[config.mk]
export PLATFORM = sky130hd
export DESIGN_NAME = simple_integral_flat
export DESIGN_NICKNAME = d
export VERILOG_FILES = /design/src/rtl/simple_integral_if.sv /design/src/rtl/simple_integral.sv /design/src/flat_wrapper.sv
export SDC_FILE = /design/constraint.sdc
export NUM_CORES = 1
export LEC_CHECK = 0
export ABC_AREA = 0
export BUFFER_PORTS_ARGS = -buffer_cell sky130_fd_sc_hd__buf_2
export CORE_ASPECT_RATIO = 1.75
export CORE_MARGIN = 2
export CORE_UTILIZATION = 50
export DETAILED_ROUTE_END_ITERATION = 16
export PLACE_DENSITY_LB_ADDON = 0.25
export SYNTH_ARGS = -nofsm -noshare
export SYNTH_HDL_FRONTEND = slang
export SYNTH_SLANG_ARGS = --single-unit
[constraint.sdc]
create_clock -name clk -period 3.1 [get_ports clk]
set_clock_uncertainty 0.05 [all_clocks]
set_input_delay 0.62 -clock clk [delete_from_list [all_inputs] [get_ports clk]]
set_output_delay 0.62 -clock clk [all_outputs]
set_load 0.02 [all_outputs]
[src/rtl/simple_integral_if.sv]
// Handshake and result bundle for the simple_integral antiderivative unit.
// master: drives start/base/root and reads results; slave: the unit itself.
interface simple_integral_if #(
    parameter int FRAC_BITS = 4
);
    localparam int QW = 4 + FRAC_BITS;

    logic          start;
    logic [3:0]    base;
    logic [3:0]    root;
    logic          busy;
    logic          done;
    logic [QW-1:0] coefout;
    logic [4:0]    remout;
    logic [4:0]    denomout;
    logic [7:0]    rootout;

    modport master (
        output start, base, root,
        input  busy, done, coefout, remout, denomout, rootout
    );

    modport slave (
        input  start, base, root,
        output busy, done, coefout, remout, denomout, rootout
    );
endinterface

[src/rtl/simple_integral.sv]
// simple_integral: turns base*x^root into (base/(root+1))*x^(root+1).
// The coefficient is an unsigned fixed-point quotient with FRAC_BITS fraction
// bits, produced by a restoring divider, one quotient bit per cycle.
// Optional macro SIMPLE_INTEGRAL_ROUND_EN: round the quotient half up.
module simple_integral #(
    parameter int FRAC_BITS = 4
) (
    input  logic              clk,
    input  logic              rst_n,
    simple_integral_if.slave  bus
);
    localparam int QW = 4 + FRAC_BITS;
    localparam int CW = $clog2(QW + 1);

    typedef enum logic [1:0] {IDLE, DIV, DONE} state_t;

    state_t        state;
    logic [QW-1:0] dvd;
    logic [QW-1:0] quo;
    logic [5:0]    rem;
    logic [4:0]    dsr;
    logic [CW-1:0] cnt;
    logic [5:0]    rem_sh;
    logic [QW-1:0] coef_fin;

    // Partial remainder shifted left with the next dividend bit appended.
    always_comb begin
        rem_sh = {rem[4:0], dvd[QW-1]};
    end

    // Final coefficient: truncated or rounded half up from the last remainder.
    always_comb begin
`ifdef SIMPLE_INTEGRAL_ROUND_EN
        coef_fin = quo;
        if ({rem[4:0], 1'b0} >= {1'b0, dsr})
            coef_fin = quo + QW'(1);
`else
        coef_fin = quo;
`endif
    end

    // Control FSM, restoring divider datapath and registered outputs.
    always_ff @(posedge clk or negedge rst_n) begin
        if (!rst_n) begin
            state        <= IDLE;
            dvd          <= '0;
            quo          <= '0;
            rem          <= '0;
            dsr          <= '0;
            cnt          <= '0;
            bus.busy     <= 1'b0;
            bus.done     <= 1'b0;
            bus.coefout  <= '0;
            bus.remout   <= '0;
            bus.denomout <= '0;
            bus.rootout  <= '0;
        end else begin
            case (state)
                IDLE: begin
                    bus.done <= 1'b0;
                    if (bus.start) begin
                        if (bus.base != 4'd0) begin
                            dvd      <= {bus.base, {FRAC_BITS{1'b0}}};
                            dsr      <= {1'b0, bus.root} + 5'd1;
                            rem      <= '0;
                            quo      <= '0;
                            cnt      <= CW'(QW);
                            bus.busy <= 1'b1;
                            state    <= DIV;
                        end else begin
                            // Zero term: results and done are issued on the
                            // accepting edge; DONE only spends the cycle.
                            bus.coefout  <= '0;
                            bus.remout   <= '0;
                            bus.denomout <= '0;
                            bus.rootout  <= '0;
                            bus.done     <= 1'b1;
                            state        <= DONE;
                        end
                    end
                end
                DIV: begin
                    if (rem_sh >= {1'b0, dsr}) begin
                        rem <= rem_sh - {1'b0, dsr};
                        quo <= {quo[QW-2:0], 1'b1};
                    end else begin
                        rem <= rem_sh;
                        quo <= {quo[QW-2:0], 1'b0};
                    end
                    dvd <= {dvd[QW-2:0], 1'b0};
                    cnt <= cnt - CW'(1);
                    if (cnt == CW'(1)) begin
                        bus.busy <= 1'b0;
                        state    <= DONE;
                    end
                end
                DONE: begin
                    // done already high here means the zero-term shortcut
                    // produced its pulse; otherwise publish the division.
                    if (bus.done) begin
                        bus.done <= 1'b0;
                    end else begin
                        bus.coefout  <= coef_fin;
                        bus.remout   <= rem[4:0];
                        bus.denomout <= dsr;
                        bus.rootout  <= {3'b000, dsr};
                        bus.done     <= 1'b1;
                    end
                    state <= IDLE;
                end
                default: state <= IDLE;
            endcase
        end
    end
endmodule

[src/flat_wrapper.sv]
// flat-port wrapper written by rule: the top's interface ports become plain ports
module simple_integral_flat 
#(
    parameter int FRAC_BITS = 4
)
  (clk, rst_n, bus_start, bus_base, bus_root, bus_busy, bus_done, bus_coefout, bus_remout, bus_denomout, bus_rootout);
  simple_integral_if #(.FRAC_BITS(FRAC_BITS)) bus_i ();
  input  logic clk;
  input  logic rst_n;
  input wire logic [$bits(bus_i.start)-1:0] bus_start;
  input wire logic [$bits(bus_i.base)-1:0] bus_base;
  input wire logic [$bits(bus_i.root)-1:0] bus_root;
  output wire logic [$bits(bus_i.busy)-1:0] bus_busy;
  output wire logic [$bits(bus_i.done)-1:0] bus_done;
  output wire logic [$bits(bus_i.coefout)-1:0] bus_coefout;
  output wire logic [$bits(bus_i.remout)-1:0] bus_remout;
  output wire logic [$bits(bus_i.denomout)-1:0] bus_denomout;
  output wire logic [$bits(bus_i.rootout)-1:0] bus_rootout;
  assign bus_i.start = bus_start;
  assign bus_i.base = bus_base;
  assign bus_i.root = bus_root;
  assign bus_busy = bus_i.busy;
  assign bus_done = bus_i.done;
  assign bus_coefout = bus_i.coefout;
  assign bus_remout = bus_i.remout;
  assign bus_denomout = bus_i.denomout;
  assign bus_rootout = bus_i.rootout;
  simple_integral #(.FRAC_BITS(FRAC_BITS)) u_core (.clk(clk), .rst_n(rst_n), .bus(bus_i));
endmodule
# --- After elaboration in Yosys (flattened, before gate mapping) ---
# Cells that the tools add are included.
totals:
  inputBits: 11
  wordCells: 71
  out_inout_bits: 28
  register_bits: 60
op_classes:
  order_cmp: 1
  n_mux: 38
  add_sub_neg: 3
  reduce_logical: 9
  eq_ne: 8
op_table:
  columns: ["cell", "count"]
  rows:
  - ["2-to-1 mux 8 bit", 8]
  - ["case mux 8 bit (2 select lines)", 4]
  - ["2-to-1 mux 5 bit", 7]
  - ["case mux 5 bit (2 select lines)", 3]
  - ["2-to-1 mux 4 bit", 2]
  - ["case mux 4 bit (2 select lines)", 1]
  - ["AND reduction 4 bit", 2]
  - ["2-to-1 mux 1 bit", 7]
  - ["greater-or-equal comparator 6 x 5 -> 1 bit", 1]
  - ["2-to-1 mux 2 bit", 3]
  - ["!= test 2 bit (second input constant)", 3]
  - ["AND reduction 3 bit", 2]
  - ["adder 4 x 1 -> 5 bit (second input constant)", 1]
  - ["subtractor 5 bit", 1]
  - ["== test 4 x 1 -> 1 bit (second input constant)", 1]
  - ["!= test 2 x 1 -> 1 bit (second input constant)", 2]
  - ["case mux 1 bit (2 select lines)", 2]
  - ["case mux 2 bit (2 select lines)", 1]
  - ["nonzero test 2 bit", 2]
  - ["nonzero test 4 bit", 1]
  - ["subtractor 4 x 1 -> 4 bit (second input constant)", 1]
  - ["== test 2 x 1 -> 1 bit (second input constant)", 1]
  - ["== test 2 bit (second input constant)", 1]
  - ["zero test 2 bit", 1]
  - ["AND reduction 2 bit", 1]

# --- Longest topological paths before layout ---
# Gate-level depths: netlist of the first run.
depth:
  depth_word: 4
  ltp_mapped: 7
  depth_no_buf: 7

# --- Worst setup path after synthesis of the first run ---
# No wires, ideal clock.
synth_timing:
  path_type: "register to register"
  startpoint: "register u_core.dsr[0]"
  endpoint: "register u_core.rem[4]"
  path_stages_with_launch: 7
  path_slack_ns: 1.167
  synth_period_minus_slack_ns: 1.933
  t_required_ns: 2.955
  setup_time_ns: 0.095
  arrival_ns: 1.787
  path_buffers: 0
  path_cell_list: "dfrtp_1 > ha_1 > fa_1 > nand2b_1 > a21oi_1 > mux2_2 > o31ai_1"
synth_via:
  elab_chain_len: 3
  elab_cells_between_ends: 4
  classes_between: "1 x add/sub; 1 x order compare; 2 x mux"
synth_lines:
  columns: ["element", "line", "rtl"]
  rows:
  - ["start: declaration", "simple_integral.sv:21", "logic [4:0] dsr;"]
  - ["start signal: assignment", "simple_integral.sv:64", "dsr <= {1'b0, bus.root} + 5'd1;"]
  - ["subtractor 5 bit / greater-or-equal comparator 6 x 5 -> 1 bit (equally long branches)", "simple_integral.sv:84, simple_integral.sv:83", null]
  - ["2-to-1 mux 5 bit *", "simple_integral.sv:83", "if (rem_sh >= {1'b0, dsr}) begin"]
  - ["case mux 5 bit (2 select lines) *", "simple_integral.sv:58", "case (state)"]
  - ["end signal: assignment", "simple_integral.sv:84", "rem <= rem_sh - {1'b0, dsr};"]
  - ["end signal: assignment", "simple_integral.sv:87", "rem <= rem_sh;"]
  - ["end: declaration", "simple_integral.sv:20", "logic [5:0] rem;"]
# Mark *: on every way between the ends. The rest lies on a longest branch, timed or not.
# A chain may end at the register's enable or synchronous reset.

# --- Worst setup path after layout of the first run ---
layout_timing:
  startpoint: "register u_core.dsr[0]"
  endpoint: "register u_core.rem[3]"
# Same word-level chain as after synthesis.

==> results.yml, run 1 <==
grt:
  grt.total_usage_pct: 19.8
  grt_pass1_vias: 1719
  antenna_found_initial: 0
  grt_first_pass_wirelength_um: 8100
  overflow: 0
  grt_max_degree: 26
synth:
  netlist_instances: 228
  synth-main-ff-cell: "dfrtp_1"
  yosys.cell_types.count: 41
  synth_area_um2: 2340
  synth.avg_cell_area_um2: 10.3
  synth_area_leader_cell: "dfrtp_1"
  synth-seq-cells: 48
  synthTopCellsByArea: "dfrtp_1, a22o_1, nand2_1"
  ys_warn_count: 0
  async_flop_share_pct: 100
  synth-edff-count: 0
  yosys.area.top_type_share_pct: 51.3
  synth_seq_area_share_pct: 51.3
timing:
  period_needed_ps: 2130
  hold_viol_final: 0
  fmax_mhz: 469
  drv_slew: 0
  finalSetupTns_ps: 0
  min_period_over_period_pct: 68.7
  rsz0062_at_grt: "false"
  worst_slew_pin_slew_ps: 763
  fin_ws_ps: 969
  relSlewSlack_pct: 48.9
  setup_viol: 0
layout:
  fin_nets: 278
  diodes: 0
  regArea_um2: 1200
  final_layout_size_suffix_gt1_share_pct: 20.8
  area_growth_pct: 10.4
  multi_input_area_um2: 987
  fillers: 430
die:
  die_h_um: 94.6
  core_um2: 4580
  row_count: 33
  io_pins: 39
  start_util_pct: 51.1
  fp.dieW_um: 55.8
  die-area_um2: 5270
placed_design:
  dp_hpwl_um: 3500
  port_buffers: 35
  gp_congestion: 0.846
  post-place-ws_ps: 1010
setup_path:
  critical_path_class: "register to register"
  rr_worst_depth: 6
  reg2reg_slack_ps: 970
  endpoint_kind: "register"
  worst-endpoint-required_ps: 3260
  arrival_ps: 2290
  worstPathMaxFanout: 8
  start_kind: "register"
  timing.rr.start: "u_core.dsr[0]$_DFFE_PN0P_"
  rr_endpoint: "u_core.rem[3]$_DFFE_PN0P_"
detailed_routing:
  ant_nets: 0
  first_iter_violations: 31
  post_drt_wl_per_cell_um: 15.5
  first_pass_iters: 4
  vias: 1777
  drt-total-wl_um: 4830
  via_per_inst: 5.71
  drc: 0
clocking:
  postCtsHoldBufs: 0
  path_clk_slew_ps: 90
  worstSkewPairLatency_ps: 300
  h-tree-depth: 2
  cts_made_buffers: 5
  postCtsResizedCells: 0
  cts_tree: "yes"
  clockBufferDepth: 2
  cts-root-buf: "clkbuf_8"
  cts_setup_buffers: 0
  cts_sinks: 48
power:
  peakVddDrop_mv: 0.590
  p_leak_nw: 1.26
  powerDensity_nw_per_um2: 1060
min_path:
  min_path_type: "input pin to async pin"
job:
  cap_violations: 0
outcome:
  status: "finished clean"
## placed cells by master, fill, tap and decap left out, types with 2 or more instances in the layout
cell      netlist  final
mux2i_1         2      2
conb_1          1      3
o211ai_1        3      3
nand2b_1        4      4
clkbuf_8        0      5
nor2_1         11     11
inv_1          11     11
o22ai_1         2      2
ha_1            8      8
nor2b_1         3      3
clkinv_2        0      2
a21oi_1        10     10
o21ai_0        20     20
a22o_1         18     18
nor3_1          3      3
or4_1           2      2
xnor2_1         2      2
buf_2           7     35
nand2_1        35     35
nand3_1         5      5
buf_4           8      4
dfrtp_1        48     48
o31ai_1         3      3
o21ai_1         2      2
## flip-flops by register name, summed over array words and instances (netlist names)
name,cells
u_core.dvd,4
u_core.coef_fin,8
u_core.dsr,5
u_core.bus.rootout,5
u_core.rem,5
u_core.bus.remout,5
u_core.bus.coefout,8
u_core.bus.done,1
u_core.cnt,4
u_core.state,2
u_core.bus.busy,1
## Yosys cell counts (2+ instances only)
| library cell | number |
|---|---|
| buf_6 | 2 |
| o21ai_0 | 20 |
| nand3_1 | 5 |
| o22ai_1 | 2 |
| a22o_1 | 18 |
| mux2i_1 | 2 |
| a21oi_1 | 10 |
| o21ai_1 | 2 |
| nand2b_1 | 4 |
| buf_4 | 8 |
| buf_2 | 7 |
| ha_1 | 8 |
| o31ai_1 | 3 |
| xnor2_1 | 2 |
| nor2_1 | 11 |
| nor2b_1 | 3 |
| o211ai_1 | 3 |
| nor3_1 | 3 |
| inv_1 | 11 |
| or4_1 | 2 |
| nand2_1 | 35 |
| dfrtp_1 | 48 |
## worst max-delay path, cell delays in order (launching register included)
cell	delay [ps]
dfrtp_1	410
ha_1	230
fa_1	390
a21boi_0	140
o21ai_1	410
nor2_1	150
o31ai_1	250
## final cells by class
| type | instances | area share, % |
|---|---|---|
| sequential | 48 | 46.4 |
| clock buffer | 5 | 2.66 |
| inverter | 11 | 1.60 |
| multi-input combinational | 153 | 38.2 |
| clock inverter | 3 | 0.725 |
| timing repair buffer | 39 | 7.93 |
| tap | 52 | 2.51 |
## how the worst max path moves through the flow
stage | depth (start not counted) | from | end | slack [ps]
after floorplan | 6 | u_core.dsr[0]$_DFFE_PN0P_ | u_core.rem[4]$_DFFE_PN0P_ | 1170
after global placement | 6 | u_core.dsr[0]$_DFFE_PN0P_ | u_core.rem[4]$_DFFE_PN0P_ | 1070
after detailed placement | 6 | u_core.dsr[0]$_DFFE_PN0P_ | u_core.rem[3]$_DFFE_PN0P_ | 1010
after CTS | 6 | u_core.dsr[0]$_DFFE_PN0P_ | u_core.rem[3]$_DFFE_PN0P_ | 960
after global routing | 6 | u_core.dsr[0]$_DFFE_PN0P_ | u_core.rem[3]$_DFFE_PN0P_ | 780
final | 6 | u_core.dsr[0]$_DFFE_PN0P_ | u_core.rem[3]$_DFFE_PN0P_ | 970
## routing by layer
| layer | part of all wire, % | routed length, um | global-route usage, % |
|---|---|---|---|
| met4 | 2.7 | 129 | 10.8 |
| met5 | 0 | 0 | 0 |
| met1 | 40 | 1950 | 23.4 |
| met2 | 54 | 2600 | 34.4 |
| met3 | 3.3 | 158 | 2.88 |
## stage by stage
stage	hold WS, ps	std cells	util [%]	instance area, um^2	power, W
after floorplan	274	230	-	2350	0.00207
after global placement	419	303	54.5	2500	0.00237
after detailed placement	427	303	54.5	2500	0.00240
after CTS	260	311	56.5	2590	0.00278
after global routing	281	311	56.5	2590	0.00299
final	241	311	56.5	2590	0.00275
## where the power goes
part           internal [W]  leakage, nW  switching (W)
Sequential         0.000891        0.620       0.000208
Clock              0.000157       0.0479       0.000210
Combinational      0.000513        0.590       0.000773
Total               0.00156         1.26        0.00119
## cells by family after synthesis
group           Yosys count  share of synthesized area [%]
simple gates             71                           15.3
compound gates           64                           18.8
flops                    48                           51.3
buf+inv                  29                           6.94
fa+ha+maj                 9                           5.13
xor+xnor                  3                           1.12
mux                       3                           1.33
other cells               1                          0.160
Power figures use the tool's default switching activity.
==> run 2, diff against run 1 <==
- ABC_AREA: 0 -> 1
- clock period: 3.1 -> 2 ns (I/O delays scaled with it)
==> results.yml, run 2 <==
detailed_routing:
  dr.max_layer_used: "met4"
  drt-total-wl_um: 4430
  ant_nets: 0
  wl_met3_um: 157
  met1Wirelength_um: 1890
  post_drt_wl_per_cell_um: 12.1
  via_per_inst: 5.10
  met2WireLength_um: 2300
  first_iter_violations: 46
  first_pass_iters: 4
  drc: 0
  vias: 1866
synth:
  synth-seq-cells: 48
  synth_compound_area_share_pct: 12.8
  yosys.cell_types.count: 32
  synth.mux.area_fraction_pct: 0
  netlist_instances: 278
  post_synth_fa_ha_maj_area_fraction_pct: 4.79
  synth-xor-area-share_pct: 1.40
  synth_area_um2: 2510
  async_flop_share_pct: 100
  yosysMostFrequentCell: "nand2_1"
  synthTopCellsByArea: "dfrtp_1, nand2_1, o21ai_2"
  synth_seq_area_share_pct: 47.9
  synth.avg_cell_area_um2: 9.03
  synth_area_leader_cell: "dfrtp_1"
  synth-main-ff-cell: "dfrtp_1"
  synth_top_family_by_area: "simple AND/OR/NAND/NOR gates"
  yosys.area.top_type_share_pct: 47.9
  synth_simple_gate_area_share_pct: 23.1
  synthTopCellsByCount: "nand2_1, dfrtp_1, inv_1"
  synth-edff-count: 0
  ys_warn_count: 0
power:
  p_sw_w: 0.00204
  power_frac_seq_pct: 33.8
  p_leak_nw: 1.44
  finalPower_w: 0.00454
  powerDensity_nw_per_um2: 1610
  p_int_w: 0.00250
  combPwrFrac_pct: 50.6
  peakVddDrop_mv: 1.05
  clockPowerShare_pct: 15.6
  p_sw_share_pct: 44.9
timing:
  period_needed_ps: 1790
  rsz0062_at_grt: "false"
  hold_viol_final: 19
  setup_viol: 0
  fmax_mhz: 558
  min_period_over_period_pct: 89.6
  fin_hold_ws_ps: -9.07
  finalSetupTns_ps: 0
  drv_slew: 0
setup_path:
  worstPathMaxFanout: 6
  endpoint_kind: "register"
  rr_endpoint: "u_core.rem[3]$_DFFE_PN0P_"
  rr_worst_depth: 8
  critical_path_class: "register to register"
  worst-endpoint-required_ps: 2140
  timing.rr.start: "u_core.dsr[0]$_DFFE_PN0P_"
  start_kind: "register"
  arrival_ps: 1930
  reg2reg_slack_ps: 210
placed_design:
  gp_congestion: 0.851
  port_buffers: 35
  dp_hpwl_um: 3380
clocking:
  path_clk_slew_ps: 90
  cts_setup_buffers: 0
  worstSkewPairLatency_ps: 300
  cts-root-buf: "clkbuf_8"
  cts_tree: "yes"
  cts_made_buffers: 5
  clockBufferDepth: 2
  h-tree-depth: 2
  cts_sinks: 48
layout:
  final_util_pct: 57.5
  area_growth_pct: 12.2
  most-common-layout-cells: "nand2_1, dfrtp_1, buf_2"
  final_common_cell: "nand2_1"
  diodes: 0
  final_layout_size_suffix_gt1_share_pct: 29.5
  fin_nets: 331
  fillers: 445
die:
  start_util_pct: 51.3
  fp.dieW_um: 57.6
  die-area_um2: 5630
  core_um2: 4890
  io_pins: 39
  die_h_um: 97.7
  row_count: 34
grt:
  grt_pass1_vias: 1888
  overflow: 0
  grt.total_usage_pct: 17.5
  grt_max_degree: 38
  antenna_found_initial: 0
  grt_first_pass_wirelength_um: 7940
job:
  cap_violations: 0
outcome:
  status: "finished, violations left"
  violations: "negative hold slack"
min_path:
  min_path_type: "input pin to async pin"
run 2: per-stage QoR:
stage | hold WS [ps] | instance area, um^2 | setup slack (ps) | std cells
global placement | 323 | 2690 | 282 | 358
floorplan | 54.4 | 2520 | 271 | 280
detailed placement | 328 | 2690 | 226 | 358
finish | -9.07 | 2820 | 207 | 366
CTS | 2.75 | 2810 | 207 | 366
global route | 17.8 | 2820 | 48.8 | 366
run 2: repair_timing:
item / CTS / global route
setup endpoints to repair: 0 / 1
resized for setup: 0 / 1
hold buffers: 0 / 0
run 2: power groups by stage:
stage | logic [W] | clock network [W] | registers [W]
3_3_place_gp | 0.00225 | 0 | 0.00155
5_1_grt | 0.00264 | 0.000761 | 0.00158
4_1_cts | 0.00230 | 0.000728 | 0.00154
2_1_floorplan | 0.00178 | 0 | 0.00161
6_report | 0.00229 | 0.000707 | 0.00153
3_5_place_dp | 0.00228 | 0 | 0.00156
run 2: layer usage:
| layer | GRT usage [%] | vias to the layer above |
|---|---|---|
| met5 | 0 | - |
| met4 | 6.44 | 0 |
| met3 | 3.46 | 9 |
| met2 | 30.4 | 35 |
| met1 | 20.9 | 867 |
| li1 | - | 955 |
run 2: cell type report:
type                            instances  area (um^2)  share of cell area [%]
Inverter                               32          120                    4.27
Multi-Input combinational cell        184         1070                    38.1
Clock inverter                          3         46.3                    1.64
Sequential cell                        48         1200                    42.7
Timing Repair Buffer                   40          238                    8.44
Clock buffer                            5         68.8                    2.44
Tap cell                               54         67.6                    2.40
run 2: cells by family after synthesis:
kind of cell | after synthesis
simple gates | 122
buf+inv | 48
flops | 48
compound gates | 46
fa+ha+maj | 9
xor+xnor | 4
other cells | 1
run 2: worst max-delay path, stage by stage (launching register included):
cell and delay, ps:
dfrtp_1 410, ha_1 230, fa_1 420, nand2_1 100, nand3b_1 90, nand2_1 170
nand2_1 80, nand3_1 80, nand2_1 50
run 2: worst max-delay path by stage:
stage                                         start                   endpoint  slack, ps  cells past startpoint
after floorplan           u_core.dsr[0]$_DFFE_PN0P_  u_core.rem[3]$_DFFE_PN0P_        270                      8
after CTS                 u_core.dsr[0]$_DFFE_PN0P_  u_core.rem[3]$_DFFE_PN0P_        210                      8
after global routing      u_core.dsr[0]$_DFFE_PN0P_  u_core.rem[2]$_DFFE_PN0P_         50                      8
after global placement    u_core.dsr[0]$_DFFE_PN0P_  u_core.rem[4]$_DFFE_PN0P_        280                      8
final                     u_core.dsr[0]$_DFFE_PN0P_  u_core.rem[3]$_DFFE_PN0P_        210                      8
after detailed placement  u_core.dsr[0]$_DFFE_PN0P_  u_core.rem[3]$_DFFE_PN0P_        230                      8
==> run 3, diff against run 2 <==
- CORE_ASPECT_RATIO: 1.75 -> 1.25
==> results.yml, run 3 (synthesized netlist as in run 2, its figures left out) <==
clocking:
  cts-root-buf: "clkbuf_8"
  worstSkewPairLatency_ps: 310
  h-tree-depth: 2
  cts_tree: "yes"
  clockBufferDepth: 2
  cts_setup_buffers: 0
  cts_made_buffers: 5
  postCtsResizedCells: 0
  postCtsHoldBufs: 0
  cts_sinks: 48
  path_clk_slew_ps: 100
min_path:
  min_path_type: "input pin to async pin"
layout:
  most-common-layout-cells: "nand2_1, dfrtp_1, buf_2"
  final_layout_size_suffix_gt1_share_pct: 29.5
  fin_nets: 331
  final_util_pct: 58.4
  final_common_cell: "nand2_1"
  area_growth_pct: 11.7
  fin_area_um2: 2800
  diodes: 0
timing:
  period_needed_ps: 1810
  min_period_over_period_pct: 90.4
  fin_hold_ws_ps: 13.6
  worst_slew_pin_slew_ps: 542
  hold_viol_final: 0
  fin_ws_ps: 191
  setup_viol: 0
  rsz0062_at_grt: "false"
  relSlewSlack_pct: 63.8
  finalSetupTns_ps: 0
  fmax_mhz: 553
  drv_slew: 0
grt:
  grt_first_pass_wirelength_um: 7690
  antenna_found_initial: 0
  grt_pass1_vias: 1754
  grt_max_degree: 38
  overflow: 0
  grt.total_usage_pct: 17.6
job:
  cap_violations: 0
placed_design:
  post-place-ws_ps: 213
  dp_hpwl_um: 3150
  port_buffers: 35
  gp_congestion: 0.839
  placed_area_um2: 2690
setup_path:
  arrival_ps: 1950
  start_kind: "register"
  worst-endpoint-required_ps: 2150
  critical_path_class: "register to register"
  endpoint_kind: "register"
  worstPathMaxFanout: 6
  rr_worst_depth: 8
detailed_routing:
  vias: 1842
  first_pass_iters: 4
  first_iter_violations: 121
  ant_nets: 0
  drt-total-wl_um: 4330
  drc: 0
  post_drt_wl_per_cell_um: 11.6
  via_per_inst: 4.95
die:
  row_count: 28
  fp.dieW_um: 67.4
  start_util_pct: 52.3
  core_um2: 4800
  io_pins: 39
  die_h_um: 83.2
  die-area_um2: 5610
power:
  p_leak_nw: 1.43
  powerDensity_nw_per_um2: 1600
  peakVddDrop_mv: 0.998
outcome:
  status: "finished clean"
[run 3: cell count changes in the layout (fill, tap and decap cells not counted)]
| cell | before | now |
|---|---|---|
| a21oi_4 | 1 | 0 |
| a21oi_2 | 0 | 1 |
| buf_4 | 3 | 4 |
| buf_12 | 2 | 1 |
[run 3: per-stage QoR]
stage / instances / power, W
2_1_floorplan: 280 / 0.00339
3_3_place_gp: 364 / 0.00375
3_5_place_dp: 364 / 0.00380
4_1_cts: 372 / 0.00453
5_1_grt: 372 / 0.00488
6_report: 372 / 0.00448
[run 3: critical path, cell delays in order (launching register included)]
cell and delay, ps:
dfrtp_1 400, ha_1 240, fa_1 430, nand2_1 100
nand3b_1 90, nand2_1 190, nand2_1 70, nand3_1 70
nand2_1 60
[run 3: layout make-up]
class | count | area (um^2)
Timing Repair Buffer | 40 | 225
Clock buffer | 5 | 68.8
Fill cell | 443 | 2000
Inverter | 32 | 120
Tap cell | 60 | 75.1
Clock inverter | 3 | 46.3
Multi-Input combinational cell | 184 | 1070
Sequential cell | 48 | 1200
[run 3: final timing paths]
path	from	endpoint	slack, ps
setup / recovery	u_core.dsr[0]$_DFFE_PN0P_	u_core.rem[1]$_DFFE_PN0P_	190
hold / removal	rst_n	u_core.bus.coefout[2]$_DFFE_PN0P_	10
setup reg to reg	u_core.dsr[0]$_DFFE_PN0P_	u_core.rem[1]$_DFFE_PN0P_	190
hold reg to reg	u_core.bus.remout[4]$_DFFE_PN0P_	u_core.bus.remout[4]$_DFFE_PN0P_	430
max in group asynchronous	rst_n	u_core.rem[4]$_DFFE_PN0P_	1360
min in group clk	bus_root[0]	u_core.dsr[0]$_DFFE_PN0P_	270
[run 3: routing by layer]
metal | vias up | global-route usage [%] | share of wire (%)
li1 | 955 | - | -
met1 | 847 | 23.8 | 48
met2 | 34 | 26.7 | 46
met3 | 6 | 3.66 | 3.7
met4 | 0 | 7.98 | 1.9
met5 | - | 0 | 0
[run 3: power by group]
group | internal [W] | total, W | switching, W
logic | 0.000783 | 0.00223 | 0.00145
registers | 0.00130 | 0.00153 | 0.000239
clock network | 0.000377 | 0.000718 | 0.000341
